### config.mk
export PLATFORM = sky130hd
export DESIGN_NAME = cla_serial_adder
export DESIGN_NICKNAME = d
export VERILOG_FILES = /design/src/rtl/cla_serial_adder_pkg.sv /design/src/rtl/cla_serial_adder_cla4_aug.sv /design/src/rtl/cla_serial_adder.sv
export SDC_FILE = /design/constraint.sdc
export NUM_CORES = 1
export LEC_CHECK = 0
export BUFFER_PORTS_ARGS = -buffer_cell sky130_fd_sc_hd__buf_4
export CORE_MARGIN = 2
export CORE_UTILIZATION = 45
export CTS_CLUSTER_DIAMETER = 120
export DETAILED_ROUTE_END_ITERATION = 10
export GPL_ROUTABILITY_DRIVEN = 0
export PLACE_DENSITY = 0.74
export SLEW_MARGIN = 20
export SYNTH_ARGS = -nofsm -noshare
export SYNTH_HDL_FRONTEND = slang
export SYNTH_SLANG_ARGS = --single-unit
### constraint.sdc
create_clock -name clk -period 3.03 [get_ports clk]
set_clock_uncertainty 0.05 [all_clocks]
set_input_delay 0.303 -clock clk [delete_from_list [all_inputs] [get_ports clk]]
set_output_delay 0.303 -clock clk [all_outputs]
set_load 0.02 [all_outputs]
### src/rtl/cla_serial_adder_pkg.sv
// Shared definitions for the nibble-serial CLA adder.
//   state_e : FSM state encoding (the unused code 2'd3 is treated as IDLE)
//   NIB_W   : width of one CLA slice / one serial step
package cla_serial_adder_pkg;

    localparam int unsigned NIB_W = 4;

    typedef enum logic [1:0] {
        S_IDLE = 2'd0,
        S_RUN  = 2'd1,
        S_DONE = 2'd2
    } state_e;

endpackage

### src/rtl/cla_serial_adder_cla4_aug.sv
// cla4_aug: 4-bit carry-lookahead slice with group propagate/generate.
//   a, b  : 4-bit operand nibbles
//   cin   : carry into bit 0
//   s     : 4-bit sum
//   pout  : group propagate (all four bits propagate)
//   gout  : group generate (a carry is produced inside the nibble)
// The slice does not expose its own carry-out; callers form it from pout/gout.
module cla4_aug
    import cla_serial_adder_pkg::*;
(
    input  logic [NIB_W-1:0] a,
    input  logic [NIB_W-1:0] b,
    input  logic             cin,
    output logic [NIB_W-1:0] s,
    output logic             pout,
    output logic             gout
);

    logic [NIB_W-1:0] p;
    logic [NIB_W-1:0] g;
    logic [NIB_W-1:0] c;

    always_comb begin
        p = a ^ b;
        g = a & b;

        c[0] = cin;
        c[1] = g[0] | (p[0] & cin);
        c[2] = g[1] | (p[1] & g[0]) | (p[1] & p[0] & cin);
        c[3] = g[2] | (p[2] & g[1]) | (p[2] & p[1] & g[0])
             | (p[2] & p[1] & p[0] & cin);

        s    = p ^ c;
        pout = &p;
        gout = g[3] | (p[3] & g[2]) | (p[3] & p[2] & g[1])
             | (p[3] & p[2] & p[1] & g[0]);
    end

endmodule

### src/rtl/cla_serial_adder.sv
// cla_serial_adder: WIDTH-bit adder that reuses one cla4_aug slice, one
// nibble per cycle, LSB nibble first.
//   clk, rst : clock (rising edge), asynchronous active-high reset
//   start    : request, accepted only in IDLE or DONE
//   a, b     : operands, captured on accept
//   cin      : carry-in, captured on accept
//   busy     : high while nibbles are being processed
//   done     : one-cycle pulse when sum/cout/ovf are valid
//   sum      : result, held until the next accepted start
//   cout     : carry out of bit WIDTH-1
//   ovf      : two's-complement overflow
module cla_serial_adder
    import cla_serial_adder_pkg::*;
#(
    parameter int unsigned WIDTH = 16
) (
    input  logic             clk,
    input  logic             rst,
    input  logic             start,
    input  logic [WIDTH-1:0] a,
    input  logic [WIDTH-1:0] b,
    input  logic             cin,
    output logic             busy,
    output logic             done,
    output logic [WIDTH-1:0] sum,
    output logic             cout,
    output logic             ovf
);

    localparam int unsigned NNIB  = WIDTH / NIB_W;
    localparam int unsigned IDX_W = $clog2(NNIB);

    if ((WIDTH % NIB_W) != 0 || WIDTH < 8) begin : g_bad_width
        $error("cla_serial_adder: WIDTH must be a multiple of 4 and >= 8");
    end

    state_e             state_q,  state_d;
    logic [IDX_W-1:0]   idx_q,    idx_d;
    logic [WIDTH-1:0]   op_a_q,   op_a_d;
    logic [WIDTH-1:0]   op_b_q,   op_b_d;
    logic               carry_q,  carry_d;
    logic               busy_q,   busy_d;
    logic               done_q,   done_d;
    logic [WIDTH-1:0]   sum_q,    sum_d;
    logic               cout_q,   cout_d;
    logic               ovf_q,    ovf_d;

    logic [NIB_W-1:0]   nib_a;
    logic [NIB_W-1:0]   nib_b;
    logic [NIB_W-1:0]   nib_s;
    logic               nib_p;
    logic               nib_g;
    logic               carry_nxt;
    logic               last_nib;
    logic               c_msb;
    logic               accept;

    cla4_aug u_cla4 (
        .a    (nib_a),
        .b    (nib_b),
        .cin  (carry_q),
        .s    (nib_s),
        .pout (nib_p),
        .gout (nib_g)
    );

    always_comb begin
        nib_a     = op_a_q[idx_q*NIB_W +: NIB_W];
        nib_b     = op_b_q[idx_q*NIB_W +: NIB_W];
        carry_nxt = nib_g | (nib_p & carry_q);
        last_nib  = (idx_q == IDX_W'(NNIB - 1));
        // Carry into the MSB recovered from the MSB sum bit being written now.
        c_msb     = op_a_q[WIDTH-1] ^ op_b_q[WIDTH-1] ^ nib_s[NIB_W-1];
        accept    = 1'b0;

        state_d = state_q;
        idx_d   = idx_q;
        op_a_d  = op_a_q;
        op_b_d  = op_b_q;
        carry_d = carry_q;
        busy_d  = 1'b0;
        done_d  = 1'b0;
        sum_d   = sum_q;
        cout_d  = cout_q;
        ovf_d   = ovf_q;

        case (state_q)
            S_RUN: begin
                sum_d[idx_q*NIB_W +: NIB_W] = nib_s;
                carry_d = carry_nxt;
                if (last_nib) begin
                    state_d = S_DONE;
                    done_d  = 1'b1;
                    cout_d  = carry_nxt;
                    ovf_d   = c_msb ^ carry_nxt;
                end else begin
                    idx_d   = idx_q + 1'b1;
                    busy_d  = 1'b1;
                end
            end
            S_DONE: begin
                accept  = start;
                state_d = S_IDLE;
            end
            default: begin
                accept  = start;
                state_d = S_IDLE;
            end
        endcase

        if (accept) begin
            state_d = S_RUN;
            op_a_d  = a;
            op_b_d  = b;
            carry_d = cin;
            idx_d   = '0;
            busy_d  = 1'b1;
        end
    end

    always_ff @(posedge clk or posedge rst) begin
        if (rst) begin
            state_q <= S_IDLE;
            idx_q   <= '0;
            op_a_q  <= '0;
            op_b_q  <= '0;
            carry_q <= 1'b0;
            busy_q  <= 1'b0;
            done_q  <= 1'b0;
            sum_q   <= '0;
            cout_q  <= 1'b0;
            ovf_q   <= 1'b0;
        end else begin
            state_q <= state_d;
            idx_q   <= idx_d;
            op_a_q  <= op_a_d;
            op_b_q  <= op_b_d;
            carry_q <= carry_d;
            busy_q  <= busy_d;
            done_q  <= done_d;
            sum_q   <= sum_d;
            cout_q  <= cout_d;
            ovf_q   <= ovf_d;
        end
    end

    assign busy = busy_q;
    assign done = done_q;
    assign sum  = sum_q;
    assign cout = cout_q;
    assign ovf  = ovf_q;

endmodule

==> PnR_summary.wiki, run 1 <==
{| class="wikitable"
! Metric !! Value
|-
| First-pass GRT wire length || 8707 um
|-
| Setup bufs post-CTS || 0
|-
| DP Cell Count || 321
|-
| Element type at the critical path end || flip-flop
|-
| Final setup fails || 0
|-
| Sinks on the clock net || 57
|-
| #FFs+latches synth || 57
|-
| Top-level I/O count || 56
|-
| Cells traversed along the worst timing path || buf_4 > mux4_2 > ha_1 > o21ai_1 > o21ai_2 > xor2_1 > a22o_1
|-
| Power per cell area || 1257 nW/um^2
|-
| Stage delay of the slowest cell on the critical path || roughly 0.6 ns
|-
| Clock-pin slew reported for the worst setup and hold paths after clock tree synthesis || 0.06 ns
|-
| Core area || 5608 um^2
|-
| Number of antenna violations at the first check in global routing || 0
|-
| Net count after synthesis || between 200 and 250
|-
| Count of pins over their slew limit || 0
|-
| Pin count of the biggest net entering global routing || 44
|-
| Chip height || 80.72 um
|-
| Total die area || 6516 um^2
|-
| Final HPWL from detailed placement || 3801 um
|-
| Critical register-to-register path startpoint || idx_q[0]
|-
| Tightest Pin Transition || between 0.8 and 0.9 ns
|-
| N_diodes || 0
|-
| Post-synthesis cell type with the largest combined area || dfrtp_1
|-
| Max-cap viol count || 0
|-
| Max Root-Sink Buffers || 2
|-
| Worst slew margin || 41.44%
|-
| Overall power of the completed layout || 4163 uW
|-
| CP Data Required Time || 3.24 ns
|-
| Die boundary width || 80.72 um
|-
| Number of flops mapped to enable cells by yosys || 0
|-
| Remaining design rule violation count || 0
|-
| Placement Rows || 27
|-
| Time the final worst path needs with I/O delays and setup || 2.688 ns
|-
| Most frequently used flop master after synthesis || dfrtp_1
|-
| Largest driver fanout on the critical path || 8
|-
| Fraction of post-synthesis cell area in the top cell type by area || roughly 54%
|-
| R2R Setup Slk || around 0.34 ns
|-
| Basic-gate share of the synthesized area counting and, or, nand and nor cells || 5.905%
|-
| Fraction of the core area covered by cells at the end of the flow || 59.08%
|-
| Routed vias/inst || between 5 and 6
|-
| Post-synthesis to final-layout area growth || 25.08%
|-
| Cts hold-fix bufs || 0
|-
| Final hold vios || 0
|-
| Routed wire length || 5070 um
|-
| Number of nets in the layout || 308
|-
| First drt pass iteration count || 4
|-
| Setup slack of the critical path after layout || 0.3424 ns
|-
| Count of buffers from port buffering || 55
|-
| Non-filler instance count after layout || ~340
|-
| CP max-delay cell || dfrtp_1
|-
| 1st-iter DRT viols || 58
|-
| Vias in the first global route || 1831
|-
| Clock root buffer || clkbuf_8
|-
| Synth area leaders || dfrtp_1, mux2_2, mux4_2
|-
| Pre-CTS WS || 0.3115 ns
|-
| Detail Route Antenna Nets || 0
|-
| Setup Crit Path Kind || reg -> reg
|-
| Result of the run || completed
|-
| Clock network latency to the later pin of the worst-skew pair || 0.33 ns
|-
| Seq/Total Area, Yosys || 53.85%
|-
| Synth Warn # || 0
|-
| Reg2Reg Depth || 7
|-
| Sum of negative setup slack || 0 ns
|-
| Total global routing track utilization || around 18%
|-
| Worst hold path type || in -> async
|-
| Number of gates given a new drive strength after cts || 0
|-
| Post-synthesis xor/xnor area fraction || 1.653%
|-
| Number of distinct library cell variants in the gate-level netlist after synthesis || 33
|-
| H-tree Lvls || 3
|-
| Most used standard cells in the synthesized netlist || dfrtp_1, mux2_2, nand2_1, ha_1, inv_1
|-
| Critical Path Source Type || flip-flop
|-
| Detailed-route wire length per cell || 15.13 um
|-
| Fraction of registers with async set/reset || 100.0%
|-
| Fraction of the mapped netlist area in adder cells || between 5 and 6%
|-
| Syn Area/Cell || 13.58 um^2
|-
| Worst IR drop on VDD || 0.5860 mV
|-
| Fraction of the mapped netlist area in compound gates || a little under a tenth
|-
| Proportion of layout cells with a drive suffix above 1 || 45.25%
|-
| Number of cells produced by synthesis || approximately 200
|-
| Leakage || 0.001568 uW
|-
| Mux share of post-synthesis cell area || 20.83%
|-
| Share of the clock period used by the worst path after layout || 88.70%
|-
| Inserted Clock Buffers || 9
|-
| Total overflow reported by the global router || 0
|-
| Most frequent cell after synthesis || dfrtp_1
|-
| Vias || ~1800
|-
| Max Clock Freq || ~0.37 GHz
|-
| Signal arrival time at the worst endpoint || 2.89 ns
|-
| Unrepaired setup endpoints after global routing || no
|-
| TritonCTS clock tree || done
|-
| Critical register-to-register path endpoint || sum[11]
|-
| Netlist area before placement || 2649 um^2
|-
| Initial standard-cell utilization of the core || 47.23%
|-
| Combinational family with the most area after synthesis || multiplexers
|}
worst max path at each step:
stage | startpoint | end | slack, ns | cells past startpoint
6_report | idx_q[0] | sum[11] | 0.34 | 7
3_3_place_gp | idx_q[0] | ovf | 0.44 | 7
2_1_floorplan | idx_q[0] | ovf | 0.45 | 7
5_1_grt | idx_q[0] | sum[11] | 0.09 | 7
4_1_cts | idx_q[0] | sum[11] | 0.29 | 7
3_5_place_dp | idx_q[0] | sum[11] | 0.31 | 7
critical path, delay by kind of cell (launching register included):
kind / cells / cell delay (ns)
compound gates: 3 / 0.55
xor+xnor: 1 / 0.35
fa+ha+maj: 1 / 0.35
buf+inv: 1 / 0.22
flops: 1 / 0.60
mux: 1 / 0.49
registers in the layout, summed over array words and instances (netlist names):
name	count
op_a_q	16
op_b_q	16
sum	16
idx_q	2
state_q	2
busy	1
carry_q	1
cout	1
done	1
ovf	1
metrics by stage:
stage	hold slack (ns)	cell area, um^2
after floorplan	0.3847	2649
after global placement	0.4199	3151
after detailed placement	0.4245	3151
after CTS	0.1393	3313
after global routing	0.1461	3313
final	0.1202	3313
power by group:
part / switching [uW] / total (uW) / internal (uW)
Combinational: 1180 / 2230 / 1060
Sequential: 232 / 1330 / 1100
Clock: 266 / 599 / 333
Total: 1680 / 4160 / 2490
cells in the final DEF (no fill, tap or decap), drive strengths merged, types with 5 or more instances in the layout:
| cell | n |
|---|---|
| a22o | 8 |
| buf | 60 |
| clkbuf | 14 |
| dfrtp | 57 |
| ha | 11 |
| inv | 9 |
| mux2 | 33 |
| mux4 | 8 |
| nand2 | 19 |
| nor2 | 6 |
| o21ai | 5 |
| o31ai | 6 |
layout make-up:
type	count	area (um^2)
clock buffer	14	162.7
fill	501	2295
inverter	9	33.78
multi-input combinational	123	1150
sequential	57	1426
tap	72	90.09
timing repair buffer	60	450.4
layer usage:
layer	vias to the layer above	GRT usage, %	share of wire [%]
met5	-	0	0
met4	0	5.593	0.79
met3	5	5.393	5.2
met2	47	29.25	51
met1	866	23.64	43
li1	835	-	-
kinds of logic after synthesis:
| group | after synthesis |
|---|---|
| DFF | 57 |
| muxes | 41 |
| and+or+nand+nor | 34 |
| AOI/OAI and AO/OA | 31 |
| buffers and inverters | 15 |
| adders and majority gates | 12 |
| xor gates and xnor gates | 5 |
No activity file was read; power rests on OpenSTA's default activity.
==> run 2, diff against run 1 <==
CORE_ASPECT_RATIO = 1.2   (was not set)
==> PnR_summary.wiki, run 2 (synthesized netlist as in run 1, its figures left out) <==
{| class="wikitable"
! Metric !! Value
|-
| Result of the run || completed (unchanged)
|-
| CP max-delay cell || dfrtp_1 (unchanged)
|-
| Total global routing track utilization || 17.94% (was 18.09%)
|-
| Critical Path Source Type || flip-flop (unchanged)
|-
| Timing endpoint of the critical path || sum[15] (was sum[11])
|-
| Clock network latency to the later pin of the worst-skew pair || 0.33 ns (about the same)
|-
| Core area || 5668 um^2 (was 5608 um^2)
|-
| Reg2Reg Depth || 7 (unchanged)
|-
| Sinks on the clock net || 57 (unchanged)
|-
| Max Root-Sink Buffers || 2 (unchanged)
|-
| Setup bufs post-CTS || 0 (unchanged)
|-
| Share of the clock period used by the worst path after layout || 84.63% (was 88.70%)
|-
| H-tree Lvls || 3 (unchanged)
|-
| Chip height || 88.05 um (was 80.72 um)
|-
| Crit path max-delay family || flip-flops (unchanged)
|-
| Placement Rows || 30 (was 27)
|-
| Clock-pin slew reported for the worst setup and hold paths after clock tree synthesis || 0.06 ns (about the same)
|-
| Worst hold path type || in -> reg (was in -> async)
|-
| TritonCTS clock tree || done (unchanged)
|-
| Signal arrival time at the worst endpoint || 2.79 ns (was 2.89 ns)
|-
| Critical register-to-register path startpoint || idx_q[0] (unchanged)
|-
| Number of nets in the layout || 308 (unchanged)
|-
| Count of buffers from port buffering || 55 (unchanged)
|-
| Leakage || 0.001587 uW (was 0.001568 uW)
|-
| Cell area after layout || 3358 um^2 (was 3313 um^2)
|-
| Critical register-to-register path endpoint || sum[15] (was sum[11])
|-
| Worst slew margin || 52.13% (was 41.44%)
|-
| R2R Setup Slk || 0.47 ns (was 0.34 ns)
|-
| Total die area || 6518 um^2 (was 6516 um^2)
|-
| Post-synthesis to final-layout area growth || 26.78% (was 25.08%)
|-
| Buffers and inverters on the worst path || 1 (unchanged)
|-
| Number of antenna violations at the first check in global routing || 0 (unchanged)
|-
| Inserted Clock Buffers || 9 (unchanged)
|-
| First drt pass iteration count || 4 (unchanged)
|-
| Final hold vios || 0 (unchanged)
|-
| Initial standard-cell utilization of the core || 46.73% (was 47.23%)
|-
| Clock root buffer || clkbuf_8 (unchanged)
|-
| Setup slack of the critical path after layout || 0.4656 ns (was 0.3424 ns)
|-
| Remaining design rule violation count || 0 (unchanged)
|-
| Commonest cells after routing, fill and taps aside || buf_4, dfrtp_1, mux2_2 (unchanged)
|-
| Final setup fails || 0 (unchanged)
|-
| Vias in the first global route || 1862 (was 1831)
|-
| Timing startpoint of the critical path || idx_q[0] (unchanged)
|-
| Element type at the critical path end || flip-flop (unchanged)
|-
| Routed wire length || 4970 um (was 5070 um)
|-
| Max-cap viol count || 0 (unchanged)
|-
| Vias || 1774 (was 1753)
|-
| CP Data Required Time || 3.25 ns (was 3.24 ns)
|-
| First-pass GRT wire length || 8576 um (was 8707 um)
|-
| Tightest Pin Transition || 0.7166 ns (was 0.8772 ns)
|-
| Sum of negative setup slack || 0 ns (unchanged)
|-
| Cells traversed along the worst timing path || buf_4 > mux4_2 > ha_1 > o21ai_1 > o21ai_2 > xor2_1 > a22o_1 (unchanged)
|-
| Pre-CTS WS || 0.4284 ns (was 0.3115 ns)
|-
| 1st-iter DRT viols || 37 (was 58)
|-
| Detailed-route wire length per cell || 14.45 um (was 15.13 um)
|-
| Worst IR drop on VDD || 0.5751 mV (was 0.5860 mV)
|-
| Die boundary width || 74.04 um (was 80.72 um)
|-
| Largest driver fanout on the critical path || 7 (was 8)
|-
| Most common library cell in the layout ignoring fill and taps || buf_4 (unchanged)
|-
| Top-level I/O count || 56 (unchanged)
|-
| Power per cell area || 1269 nW/um^2 (was 1257 nW/um^2)
|-
| N_diodes || 0 (unchanged)
|-
| Max Clock Freq || 0.3900 GHz (was 0.3721 GHz)
|-
| Setup Crit Path Kind || reg -> reg (unchanged)
|-
| Unrepaired setup endpoints after global routing || no (unchanged)
|-
| Total overflow reported by the global router || 0 (unchanged)
|-
| Final HPWL from detailed placement || 3755 um (was 3801 um)
|-
| Proportion of layout cells with a drive suffix above 1 || 45.83% (was 45.25%)
|-
| Detail Route Antenna Nets || 0 (unchanged)
|-
| Number of gates given a new drive strength after cts || 0 (unchanged)
|-
| Time the final worst path needs with I/O delays and setup || 2.564 ns (was 2.688 ns)
|-
| Stage delay of the slowest cell on the critical path || 0.55 ns (was 0.60 ns)
|-
| Critical path depth in cells || 7 (unchanged)
|-
| Fraction of the core area covered by cells at the end of the flow || 59.25% (was 59.08%)
|-
| Dpl cell area || 3153 um^2 (was 3151 um^2)
|-
| Count of pins over their slew limit || 0 (unchanged)
|-
| Routed vias/inst || 5.157 (was 5.233)
|-
| Pin count of the biggest net entering global routing || 42 (was 44)
|}
==> run 2: changes by cell type in the layout (fill, tap and decap cells not counted) <==
cell           delta
clkbuf_1          -2
clkinv_2          +2
buf_4             -1
bufinv_16         +1
dlygate4sd3_1     +1
==> run 2: repair_timing <==
| action | 4_1_cts | 5_1_grt |
|---|---|---|
| hold buffers | 1 | 0 |
| setup endpoints to repair | 0 | 0 |
| hold endpoints to repair | 16 | 0 |
==> run 2: power breakdown <==
part	switching (uW)	internal [uW]	leakage, uW
combinational	1180	1060	0.000779
sequential	227	1100	0.000706
clock	284	417	0.000102
==> run 2: cell type report <==
cell class / instances / area [um^2]
multi-input cells: 123 / 1150
clock buffers: 12 / 155.1
well taps: 80 / 100.1
clock inverters: 3 / 40.04
flip-flops and latches: 57 / 1426
repair buffers: 60 / 452.9
fillers: 482 / 2310
inverters: 9 / 33.78
==> run 2: how the worst min path moves through the flow <==
| stage | from | depth (start not counted) | to |
|---|---|---|---|
| after floorplan | a[6] | 1 | op_a_q[6] |
| after global placement | rst | 2 | op_b_q[5] |
| after detailed placement | rst | 2 | op_b_q[1] |
| after CTS | a[6] | 2 | op_a_q[6] |
| after global routing | a[6] | 2 | op_a_q[6] |
| final | a[6] | 2 | op_a_q[6] |
==> run 2: metrics by stage <==
step | cells | power [uW] | hold slack [ns]
global placement | 328 | 3537 | 0.2432
finish | 344 | 4262 | 0.1340
detailed placement | 328 | 3591 | 0.2450
floorplan | 195 | 2992 | 0.3847
global route | 344 | 4634 | 0.1286
CTS | 344 | 4305 | 0.1242
==> run 2: layer usage <==
metal | global-route usage [%] | part of all wire [%] | up-vias
met5 | 0 | 0 | -
met4 | 6.446 | 1.8 | 0
met3 | 6.329 | 5.2 | 9
li1 | - | - | 837
met1 | 21.04 | 40 | 872
met2 | 30.28 | 53 | 56
==> run 3, diff against run 2 <==
clock period = 2.4 ns   (was 3.03 ns; I/O delays follow)
==> PnR_summary.wiki, run 3 (synthesized netlist as in run 1, its figures left out) <==
{| class="wikitable"
! Metric !! Value
|-
| Initial standard-cell utilization of the core || 46.73% (unchanged)
|-
| TritonCTS clock tree || done (unchanged)
|-
| Post-synthesis to final-layout area growth || 34.72% (was 26.78%)
|-
| Most common library cell in the layout ignoring fill and taps || buf_4 (unchanged)
|-
| Clock root buffer || clkbuf_8 (unchanged)
|-
| Total die area || 6518 um^2 (unchanged)
|-
| Final setup fails || 0 (unchanged)
|-
| Critical register-to-register path endpoint || ovf (was sum[15])
|-
| Critical register-to-register path startpoint || idx_q[0] (unchanged)
|-
| Inserted Clock Buffers || 9 (unchanged)
|-
| Final HPWL from detailed placement || 3819 um (was 3755 um)
|-
| Max Clock Freq || 0.4186 GHz (was 0.3900 GHz)
|-
| Die boundary width || 74.04 um (unchanged)
|-
| Critical Path Source Type || flip-flop (unchanged)
|-
| Vias || 1796 (was 1774)
|-
| Sw Pwr || 2372 uW (was 1692 uW)
|-
| Internal power component || 3853 uW (was 2570 uW)
|-
| R2R Setup Slk || 0.01 ns (was 0.47 ns)
|-
| Time the final worst path needs with I/O delays and setup || 2.389 ns (was 2.564 ns)
|-
| Combinational cell fraction of total power || 56.0% (was 52.5%)
|-
| Portion of total power attributed to the clock network || 17.4% (was 16.5%)
|-
| Routed wire length || 5174 um (was 4970 um)
|-
| Core area || 5668 um^2 (unchanged)
|-
| Clock network latency to the later pin of the worst-skew pair || 0.34 ns (was 0.33 ns)
|-
| Final hold vios || 0 (unchanged)
|-
| Pin count of the biggest net entering global routing || 33 (was 42)
|-
| Max Root-Sink Buffers || 2 (unchanged)
|-
| Signal arrival time at the worst endpoint || 2.56 ns (was 2.79 ns)
|-
| Share of the clock period used by the worst path after layout || 99.55% (was 84.63%)
|-
| N_diodes || 0 (unchanged)
|-
| Max-cap viol count || 0 (unchanged)
|-
| Top-level I/O count || 56 (unchanged)
|-
| Placement Rows || 30 (unchanged)
|-
| Element type at the critical path end || flip-flop (unchanged)
|-
| First-pass GRT wire length || 8714 um (was 8576 um)
|-
| Dpl cell area || 3258 um^2 (was 3153 um^2)
|-
| Sinks on the clock net || 57 (unchanged)
|-
| Number of antenna violations at the first check in global routing || 0 (unchanged)
|-
| Cell area after layout || 3568 um^2 (was 3358 um^2)
|-
| Worst hold slack || 0.06843 ns (was 0.1340 ns)
|-
| Tightest Pin Transition || 0.5952 ns (was 0.7166 ns)
|-
| Count of pins over their slew limit || 0 (unchanged)
|-
| Startpoint of the most critical hold path || a[6] (unchanged)
|-
| Detail Route Antenna Nets || 0 (unchanged)
|-
| Reg2Reg Depth || 7 (unchanged)
|-
| Count of buffers from port buffering || 55 (unchanged)
|-
| Worst hold path type || in -> reg (unchanged)
|-
| Setup slack of the critical path after layout || 0.01085 ns (was 0.4656 ns)
|-
| Total overflow reported by the global router || 0 (unchanged)
|-
| Fraction of the core area covered by cells at the end of the flow || 62.96% (was 59.25%)
|-
| Pre-CTS WS || -0.009006 ns (was 0.4284 ns)
|-
| Largest driver fanout on the critical path || 7 (unchanged)
|-
| Number of nets in the layout || 318 (was 308)
|-
| CP Data Required Time || 2.57 ns (was 3.25 ns)
|-
| Detailed-route wire length per cell || 14.57 um (was 14.45 um)
|-
| Hold Path End || op_a_q[6] (unchanged)
|-
| Sw Share || 38.11% (was 39.70%)
|-
| Routed vias/inst || 5.059 (was 5.157)
|-
| Power per cell area || 1744 nW/um^2 (was 1269 nW/um^2)
|-
| Result of the run || completed (unchanged)
|-
| H-tree Lvls || 3 (unchanged)
|-
| Commonest cells after routing, fill and taps aside || buf_4, dfrtp_1, mux2_2 (unchanged)
|-
| Unrepaired setup endpoints after global routing || yes (was no)
|-
| Chip height || 88.05 um (unchanged)
|-
| 1st-iter DRT viols || 49 (was 37)
|-
| Proportion of layout cells with a drive suffix above 1 || 51.27% (was 45.83%)
|-
| First drt pass iteration count || 4 (unchanged)
|-
| Clock-pin slew reported for the worst setup and hold paths after clock tree synthesis || 0.06 ns (about the same)
|-
| Worst IR drop on VDD || 0.9429 mV (was 0.5751 mV)
|-
| Timing startpoint of the critical path || idx_q[0] (unchanged)
|-
| Vias in the first global route || 1924 (was 1862)
|-
| Sequential share of power || 26.6% (was 31.1%)
|-
| Leakage || 0.001681 uW (was 0.001587 uW)
|-
| Total global routing track utilization || 18.49% (was 17.94%)
|-
| Remaining design rule violation count || 0 (unchanged)
|-
| Worst slew margin || 60.26% (was 52.13%)
|-
| Setup Crit Path Kind || reg -> reg (unchanged)
|-
| Depth of the worst hold-timing path || 2 (unchanged)
|-
| Fill cell total of the finished layout || 453 (was 482)
|}
[run 3: changes by cell type in the layout (fill, tap and decap cells not counted), moves of 2 or more]
cell       previous run  this run
buf_4                59        67
bufinv_16             1         3
ha_2                  0         2
ha_1                 11         8
buf_12                0         2
[run 3: worst max path at each step]
stage                     endpoint  slack, ns  cells after the start
after floorplan                ovf       0.03                      7
after global placement     sum[11]       0.04                      8
after detailed placement    sum[7]     -0.009                      8
after CTS                      ovf      0.002                      7
after global routing           ovf      -0.09                      7
final                          ovf       0.01                      7
[run 3: repair_timing]
item	CTS	global route
resized for setup	4	5
pin swaps	0	1
endpoints found under the hold margin	28	0
setup endpoints to repair	4	14
hold buffers	1	0
buffers inserted	1	1
[run 3: power groups by stage]
stage	registers [uW]	logic, uW	clock network [uW]
floorplan	1690	2140	0
global placement	1670	3180	0
detailed placement	1670	3270	0
CTS	1660	3340	1100
global route	1710	3810	1140
finish	1660	3490	1080
[run 3: cell type report]
type | instances | area [um^2] | share of cell area (%)
Clock inverter | 6 | 105.1 | 2.945
Sequential cell | 57 | 1426 | 39.97
Clock buffer | 10 | 137.6 | 3.857
Timing Repair Buffer | 70 | 553.0 | 15.50
Inverter | 9 | 33.78 | 0.9467
Tap cell | 80 | 100.1 | 2.805
Multi-Input combinational cell | 123 | 1212 | 33.98
[run 3: layer usage]
metal / part of all wire, % / global-route usage (%)
met5: 0 / 0
met3: 5.0 / 6.329
met4: 1.5 / 6.942
met2: 54 / 32.31
met1: 40 / 20.67
[run 3: through the flow]
step	std cells	TNS [ns]	total power [uW]
floorplan	195	0	3826
global placement	337	0	4851
detailed placement	337	-0.01624	4937
CTS	354	0	6106
global route	355	-0.1985	6665
finish	355	0	6225
[run 3: worst max-delay path: stages (launching register included)]
cell	delay, ns
dfrtp_1	0.39
buf_12	0.14
buf_4	0.11
mux4_2	0.48
ha_2	0.40
and2b_2	0.24
a21o_1	0.18
a221o_1	0.28
